<file path="src/rtl/fpu_addsub.sv">
// Floating-point add/subtract with round-to-nearest-even, full subnormal/Inf/NaN handling.
// Six-state FSM: result valid 4 edges after accept; holds result while out_ready is low.
module fpu_addsub #(
  parameter int EXP_W = 5,
  parameter int MAN_W = 10
) (
  input  logic                   clk,
  input  logic                   rst_n,
  input  logic                   in_valid,
  output logic                   in_ready,
  input  logic [EXP_W+MAN_W:0]   a,
  input  logic [EXP_W+MAN_W:0]   b,
  input  logic                   op,
  output logic                   out_valid,
  input  logic                   out_ready,
  output logic [EXP_W+MAN_W:0]   result,
  output logic [2:0]             flags
);

  localparam int W  = 1 + EXP_W + MAN_W;
  localparam int SW = MAN_W + 4;
  localparam int EW = EXP_W + 1;
  localparam logic [EW-1:0] EXP_MAX = {1'b0, {EXP_W{1'b1}}};
  localparam logic [W-1:0]  QNAN    = {1'b0, {EXP_W{1'b1}}, 1'b1, {(MAN_W-1){1'b0}}};

  typedef enum logic [2:0] {
    S_IDLE, S_ALIGN, S_ADD, S_NORM, S_ROUND, S_DONE
  } state_t;

  state_t          state_q;
  logic [W-1:0]    a_q, b_q;
  logic            big_sign_q, eff_sub_q, zero_q;
  logic [EW-1:0]   big_e_q, norm_e_q;
  logic [SW-1:0]   big_sig_q, sml_sig_q, norm_sig_q;
  logic [SW:0]     sum_q;
  logic            out_valid_q;
  logic [W-1:0]    result_q;
  logic [2:0]      flags_q;

  logic [EXP_W-1:0]     ea, eb, ea_eff, eb_eff, e_big, e_sml, diff;
  logic [SW-1:0]        sig_a, sig_b, sig_big, sig_sml, shifted;
  logic                 a_big, lost;
  logic [31:0]          shamt, lz, maxsh, sh;
  logic [SW-1:0]        big_sig_d, sml_sig_d, norm_sig_d;
  logic [EW-1:0]        big_e_d, norm_e_d, exp_field, rnd_e;
  logic                 big_sign_d, eff_sub_d, zero_d;
  logic [SW:0]          sum_d;
  logic [EW+MAN_W-1:0]  rnd;
  logic                 inc, inexact, nan_a, nan_b, inf_a, inf_b, snan;
  logic [W-1:0]         res_d;
  logic [2:0]           flags_d;

  always_comb begin
    // Unpack: subnormals use effective exponent 1 with a zero hidden bit.
    ea      = a_q[W-2:MAN_W];
    eb      = b_q[W-2:MAN_W];
    ea_eff  = (ea == '0) ? EXP_W'(1) : ea;
    eb_eff  = (eb == '0) ? EXP_W'(1) : eb;
    sig_a   = {(ea != '0), a_q[MAN_W-1:0], 3'b000};
    sig_b   = {(eb != '0), b_q[MAN_W-1:0], 3'b000};
    a_big   = (a_q[W-2:0] >= b_q[W-2:0]);
    e_big   = a_big ? ea_eff : eb_eff;
    e_sml   = a_big ? eb_eff : ea_eff;
    sig_big = a_big ? sig_a : sig_b;
    sig_sml = a_big ? sig_b : sig_a;
    diff    = e_big - e_sml;
    shamt   = (32'(diff) > 32'(MAN_W + 3)) ? 32'(MAN_W + 3) : 32'(diff);
    shifted = sig_sml >> shamt;
    lost    = |(sig_sml & ~({SW{1'b1}} << shamt));
    big_sig_d  = sig_big;
    sml_sig_d  = {shifted[SW-1:1], shifted[0] | lost};
    big_e_d    = {1'b0, e_big};
    big_sign_d = a_big ? a_q[W-1] : b_q[W-1];
    eff_sub_d  = a_q[W-1] ^ b_q[W-1];

    sum_d = eff_sub_q ? ({1'b0, big_sig_q} - {1'b0, sml_sig_q})
                      : ({1'b0, big_sig_q} + {1'b0, sml_sig_q});

    // Leading-zero count; left shift is clamped so the exponent stays >= 1.
    lz = 32'(SW);
    for (int i = 0; i < SW; i++) begin
      if (sum_q[i]) lz = 32'(SW - 1 - i);
    end
    maxsh = 32'(big_e_q) - 32'd1;
    sh    = (lz < maxsh) ? lz : maxsh;
    if (sum_q[SW]) begin
      norm_sig_d = {sum_q[SW:2], |sum_q[1:0]};
      norm_e_d   = big_e_q + EW'(1);
    end else begin
      norm_sig_d = sum_q[SW-1:0] << sh;
      norm_e_d   = big_e_q - EW'(sh);
    end
    zero_d = (sum_q == '0);

    // Adding inc to {exp, mantissa} folds both renormalisation carries into the exponent.
    inc       = norm_sig_q[2] & (norm_sig_q[1] | norm_sig_q[0] | norm_sig_q[3]);
    inexact   = |norm_sig_q[2:0];
    exp_field = norm_sig_q[SW-1] ? norm_e_q : '0;
    rnd       = {exp_field, norm_sig_q[SW-2:3]} + (EW+MAN_W)'(inc);
    rnd_e     = rnd[EW+MAN_W-1:MAN_W];

    nan_a = (ea == '1) && (a_q[MAN_W-1:0] != '0);
    nan_b = (eb == '1) && (b_q[MAN_W-1:0] != '0);
    inf_a = (ea == '1) && (a_q[MAN_W-1:0] == '0);
    inf_b = (eb == '1) && (b_q[MAN_W-1:0] == '0);
    snan  = (nan_a && !a_q[MAN_W-1]) || (nan_b && !b_q[MAN_W-1]);

    res_d   = '0;
    flags_d = '0;
    if (nan_a || nan_b) begin
      res_d   = QNAN;
      flags_d = {snan, 2'b00};
    end else if (inf_a && inf_b && (a_q[W-1] != b_q[W-1])) begin
      res_d   = QNAN;
      flags_d = 3'b100;
    end else if (inf_a) begin
      res_d = {a_q[W-1], {EXP_W{1'b1}}, {MAN_W{1'b0}}};
    end else if (inf_b) begin
      res_d = {b_q[W-1], {EXP_W{1'b1}}, {MAN_W{1'b0}}};
    end else if (zero_q) begin
      res_d = {a_q[W-1] & b_q[W-1], {(W-1){1'b0}}};
    end else if (rnd_e >= EXP_MAX) begin
      res_d   = {big_sign_q, {EXP_W{1'b1}}, {MAN_W{1'b0}}};
      flags_d = 3'b011;
    end else begin
      res_d   = {big_sign_q, rnd_e[EXP_W-1:0], rnd[MAN_W-1:0]};
      flags_d = {2'b00, inexact};
    end
  end

  always_ff @(posedge clk) begin
    if (!rst_n) begin
      state_q     <= S_IDLE;
      out_valid_q <= 1'b0;
      result_q    <= '0;
      flags_q     <= '0;
    end else begin
      case (state_q)
        S_IDLE: if (in_valid) begin
          a_q     <= a;
          b_q     <= {b[W-1] ^ op, b[W-2:0]};
          state_q <= S_ALIGN;
        end
        S_ALIGN: begin
          big_sign_q <= big_sign_d;
          eff_sub_q  <= eff_sub_d;
          big_e_q    <= big_e_d;
          big_sig_q  <= big_sig_d;
          sml_sig_q  <= sml_sig_d;
          state_q    <= S_ADD;
        end
        S_ADD: begin
          sum_q   <= sum_d;
          state_q <= S_NORM;
        end
        S_NORM: begin
          norm_sig_q <= norm_sig_d;
          norm_e_q   <= norm_e_d;
          zero_q     <= zero_d;
          state_q    <= S_ROUND;
        end
        S_ROUND: begin
          result_q    <= res_d;
          flags_q     <= flags_d;
          out_valid_q <= 1'b1;
          state_q     <= S_DONE;
        end
        S_DONE: if (out_ready) begin
          out_valid_q <= 1'b0;
          state_q     <= S_IDLE;
        end
        default: state_q <= S_IDLE;
      endcase
    end
  end

  assign in_ready  = (state_q == S_IDLE);
  assign out_valid = out_valid_q;
  assign result    = result_q;
  assign flags     = flags_q;

endmodule

</file>
<file path="config.mk">
export PLATFORM = sky130hd
export DESIGN_NAME = fpu_addsub
export DESIGN_NICKNAME = d
export VERILOG_FILES = /design/src/rtl/fpu_addsub.sv
export SDC_FILE = /design/constraint.sdc
export NUM_CORES = 1
export LEC_CHECK = 0
export CAP_MARGIN = 20
export CELL_PAD_IN_SITES_DETAIL_PLACEMENT = 0
export CELL_PAD_IN_SITES_GLOBAL_PLACEMENT = 1
export CORE_MARGIN = 10
export CORE_UTILIZATION = 44
export CTS_BUF_LIST = sky130_fd_sc_hd__clkbuf_8
export DETAILED_ROUTE_END_ITERATION = 8
export PLACE_DENSITY = 0.78
export SETUP_SLACK_MARGIN = 0.15
export SYNTH_ARGS = -nofsm -noshare
export SYNTH_HDL_FRONTEND = slang
export SYNTH_SLANG_ARGS = --single-unit
export TNS_END_PERCENT = 5
</file>
<file path="constraint.sdc">
create_clock -name clk -period 6.05 [get_ports clk]
set_clock_uncertainty 0.2 [all_clocks]
set_input_delay 1.21 -clock clk [delete_from_list [all_inputs] [get_ports clk]]
set_output_delay 1.21 -clock clk [all_outputs]
set_load 0.02 [all_outputs]
</file>
==> reports/metrics.csv <==
metric;value;unit
syn_area;8490;µm²
tns;0;ns
drt-total-wl;21100;µm
crit_type;register to register;
place_area;9430;µm²
htreeDepth;4;
gr-total-overflow;0;
clockRootBuffer;clkbuf_8;
fin_ws;0.692;ns
pin_count;58;
combPwrFrac;35.6;%
clkLatencyLatePin;0.45;ns
period_needed;5.36;ns
dieArea;25300;µm²
antenna_found_initial;0;
clock_path_buffers;2;
max_cap_viol_count;0;
rsz0062_at_grt;no;
min_from;flags[0];
route.detailed.vias_per_inst;5.63;
die_x;159;µm
relSlewSlack;32.8;%
port_buffers;57;
fmax;0.187;GHz
worst_pin_slew;1.00;ns
tritoncts;built;
syn-num-nets;965;
postRouteAntennaNets;0;
rows;50;
die_height;159;µm
setup_viol;0;
synth_cells;883;
grt_first_pass_wirelength;35000;µm
arrival;5.34;ns
wl_per_cell;17.3;µm
synth_seq_area_share;40.8;%
seq_power_share;38.3;%
p_leak;3.76;nW
avgSynthCellArea;9.62;µm²
synth_enable_flop_cells;100;
grt_max_degree;44;
wl_met2;10600;µm
ys_ff_latch;123;
cts_buffers;17;
endpoint_kind;register;
final_max_slew_viol_count;0;
fillCellCount;1750;
diodes;0;
yosysMostFrequentCell;edfxtp_1;
drive_above_1_share;8.74;%
synthDistinctLibCells;74;
syn_to_final_growth;15.5;%
cts_resized;0;
regArea;3460;µm²
clk_pin_slew;0.09;ns
irDropWorstVdd;0.160;mV
cts_post_setup_buffers_inserted;0;
holdPathEnd;flags[0];
ys_warn_count;0;
ys_async_sr_fraction;0;%
rrSetupSlack;0.69;ns
fin_area;9810;µm²
wl_met3;739;µm
start_kind;register;
synth.area.top_cells;edfxtp_1, mux2i_1, ha_1;
switching_share;35.9;%
multi_input_area;4700;µm²
nets;1030;
top_layer;met4;
crit_required;6.03;ns
fin_crit_sh;88.6;%
clock_sinks;123;
status;completed;
p_int;1.77;mW
grtUsageTotal;16.7;%
critPathMaxFanout;20;
r2r_end;sml_sig_q[0];
drc;0;
start_util;45.1;%
first_pass_iters;5;
synth_ff_type;edfxtp_1;
hold_viol_final;0;
p_per_area;282;nW/µm²
coreArea;18800;µm²
r2r-start;b_q[5];
vias;6876;
fin_util;52.1;%
worst_r2r_path_depth;19;
yosys-top-cells-count;edfxtp_1, nand2_1, nor2_1;
hold_path_class;register to register;
synth_top_area_share;35.4;%
dp.final_hpwl;16300;µm
grt_pass1_vias;6709;
drtIter0Drc;495;
gp_congestion;0.911;
switchingPower;0.993;mW
synth_top_cell_by_area;edfxtp_1;
hold_buffers;0;
hold_slack;0.287;ns
power.share.clock;26.1;%
pre_cts_slack;0.707;ns
wl_met1;9460;µm
min_delay_path_depth;2;
==> through the flow <==
step                      std cells  total power, mW
after floorplan                 883             1.77
after global placement         1188             2.05
after detailed placement       1189             2.05
after CTS                      1221             2.78
after global routing           1221             2.93
final                          1221             2.77
==> worst max-delay path by stage <==
stage                      start            to  slack [ns]  cells after the start
after detailed placement  b_q[5]  sml_sig_q[0]        0.71                     19
after global routing      b_q[5]  sml_sig_q[1]        0.24                     19
after floorplan           a_q[9]  sml_sig_q[1]        0.27                     23
after global placement    b_q[8]  sml_sig_q[0]        0.79                     18
final                     b_q[5]  sml_sig_q[0]        0.69                     19
after CTS                 b_q[5]  sml_sig_q[0]        0.67                     19
==> placed cells by master, fill, tap and decap left out, types with 18 or more instances in the layout <==
| cell type | n |
|---|---|
| mux2i_1 | 63 |
| xnor2_1 | 37 |
| buf_4 | 21 |
| edfxtp_1 | 100 |
| nand2_1 | 81 |
| clkbuf_8 | 18 |
| inv_1 | 46 |
| ha_1 | 43 |
| dfxtp_1 | 23 |
| nand3_1 | 26 |
| a21oi_1 | 47 |
| nor3_1 | 25 |
| o21ai_0 | 33 |
| nor2_1 | 77 |
| clkdlybuf4s50_1 | 57 |
| xor2_1 | 18 |
==> layer usage <==
layer | vias to the layer above | track usage, %
met5 | - | 0
met4 | 0 | 4.72
met3 | 27 | 3.25
met2 | 148 | 28.9
met1 | 3272 | 20.6
li1 | 3429 | -
==> power by group through the flow <==
stage          registers [mW]  logic [mW]  clock network, mW
2_1_floorplan            1.06       0.714                  0
3_3_place_gp             1.08       0.973                  0
3_5_place_dp             1.08       0.973                  0
4_1_cts                  1.06       0.979              0.739
5_1_grt                  1.07        1.09              0.776
6_report                 1.06       0.985              0.723
==> worst max-delay path, cell delays in order (launching register included) <==
cell and delay, ns:
edfxtp_1 0.48, inv_1 0.13, ha_1 0.23, a2111oi_0 0.35
buf_4 0.18, a21oi_1 0.11, o2111ai_1 0.32, nand2_2 0.21
o31ai_1 0.39, ha_1 0.25, fa_1 0.46, nor3_1 0.25
mux2i_1 0.16, nand3_1 0.16, buf_12 0.19, mux2i_1 0.25
mux2i_1 0.09, mux2_2 0.29, a211oi_1 0.23, o221ai_1 0.15
==> kinds of logic after synthesis <==
group	Yosys count	synth area share [%]
mux	76	9.18
xor+xnor	55	5.67
simple gates	300	17.2
compound gates	203	16.4
buf+inv	81	3.92
fa+ha+maj	45	6.81
flops	123	40.8
==> registers in the layout, summed over array words and instances (netlist names) <==
name and cells:
out_valid 1, norm_e_q 6, result 16, state_q 3
big_e_q 5, zero_q 1, sum_q 15, norm_sig_q 14
sml_sig_q 14, a_q 16, eff_sub_q 1, b_q 16
flags 3, big_sig_q 11, big_sign_q 1
==> layout make-up <==
type,instances,share of cell area (%)
Clock inverter,14,1.35
Multi-Input combinational cell,679,48.0
Clock buffer,18,2.53
Tap cell,260,3.32
Sequential cell,123,35.3
Timing Repair Buffer,80,7.74
Inverter,47,1.80
(Power assumes the default switching activity.)
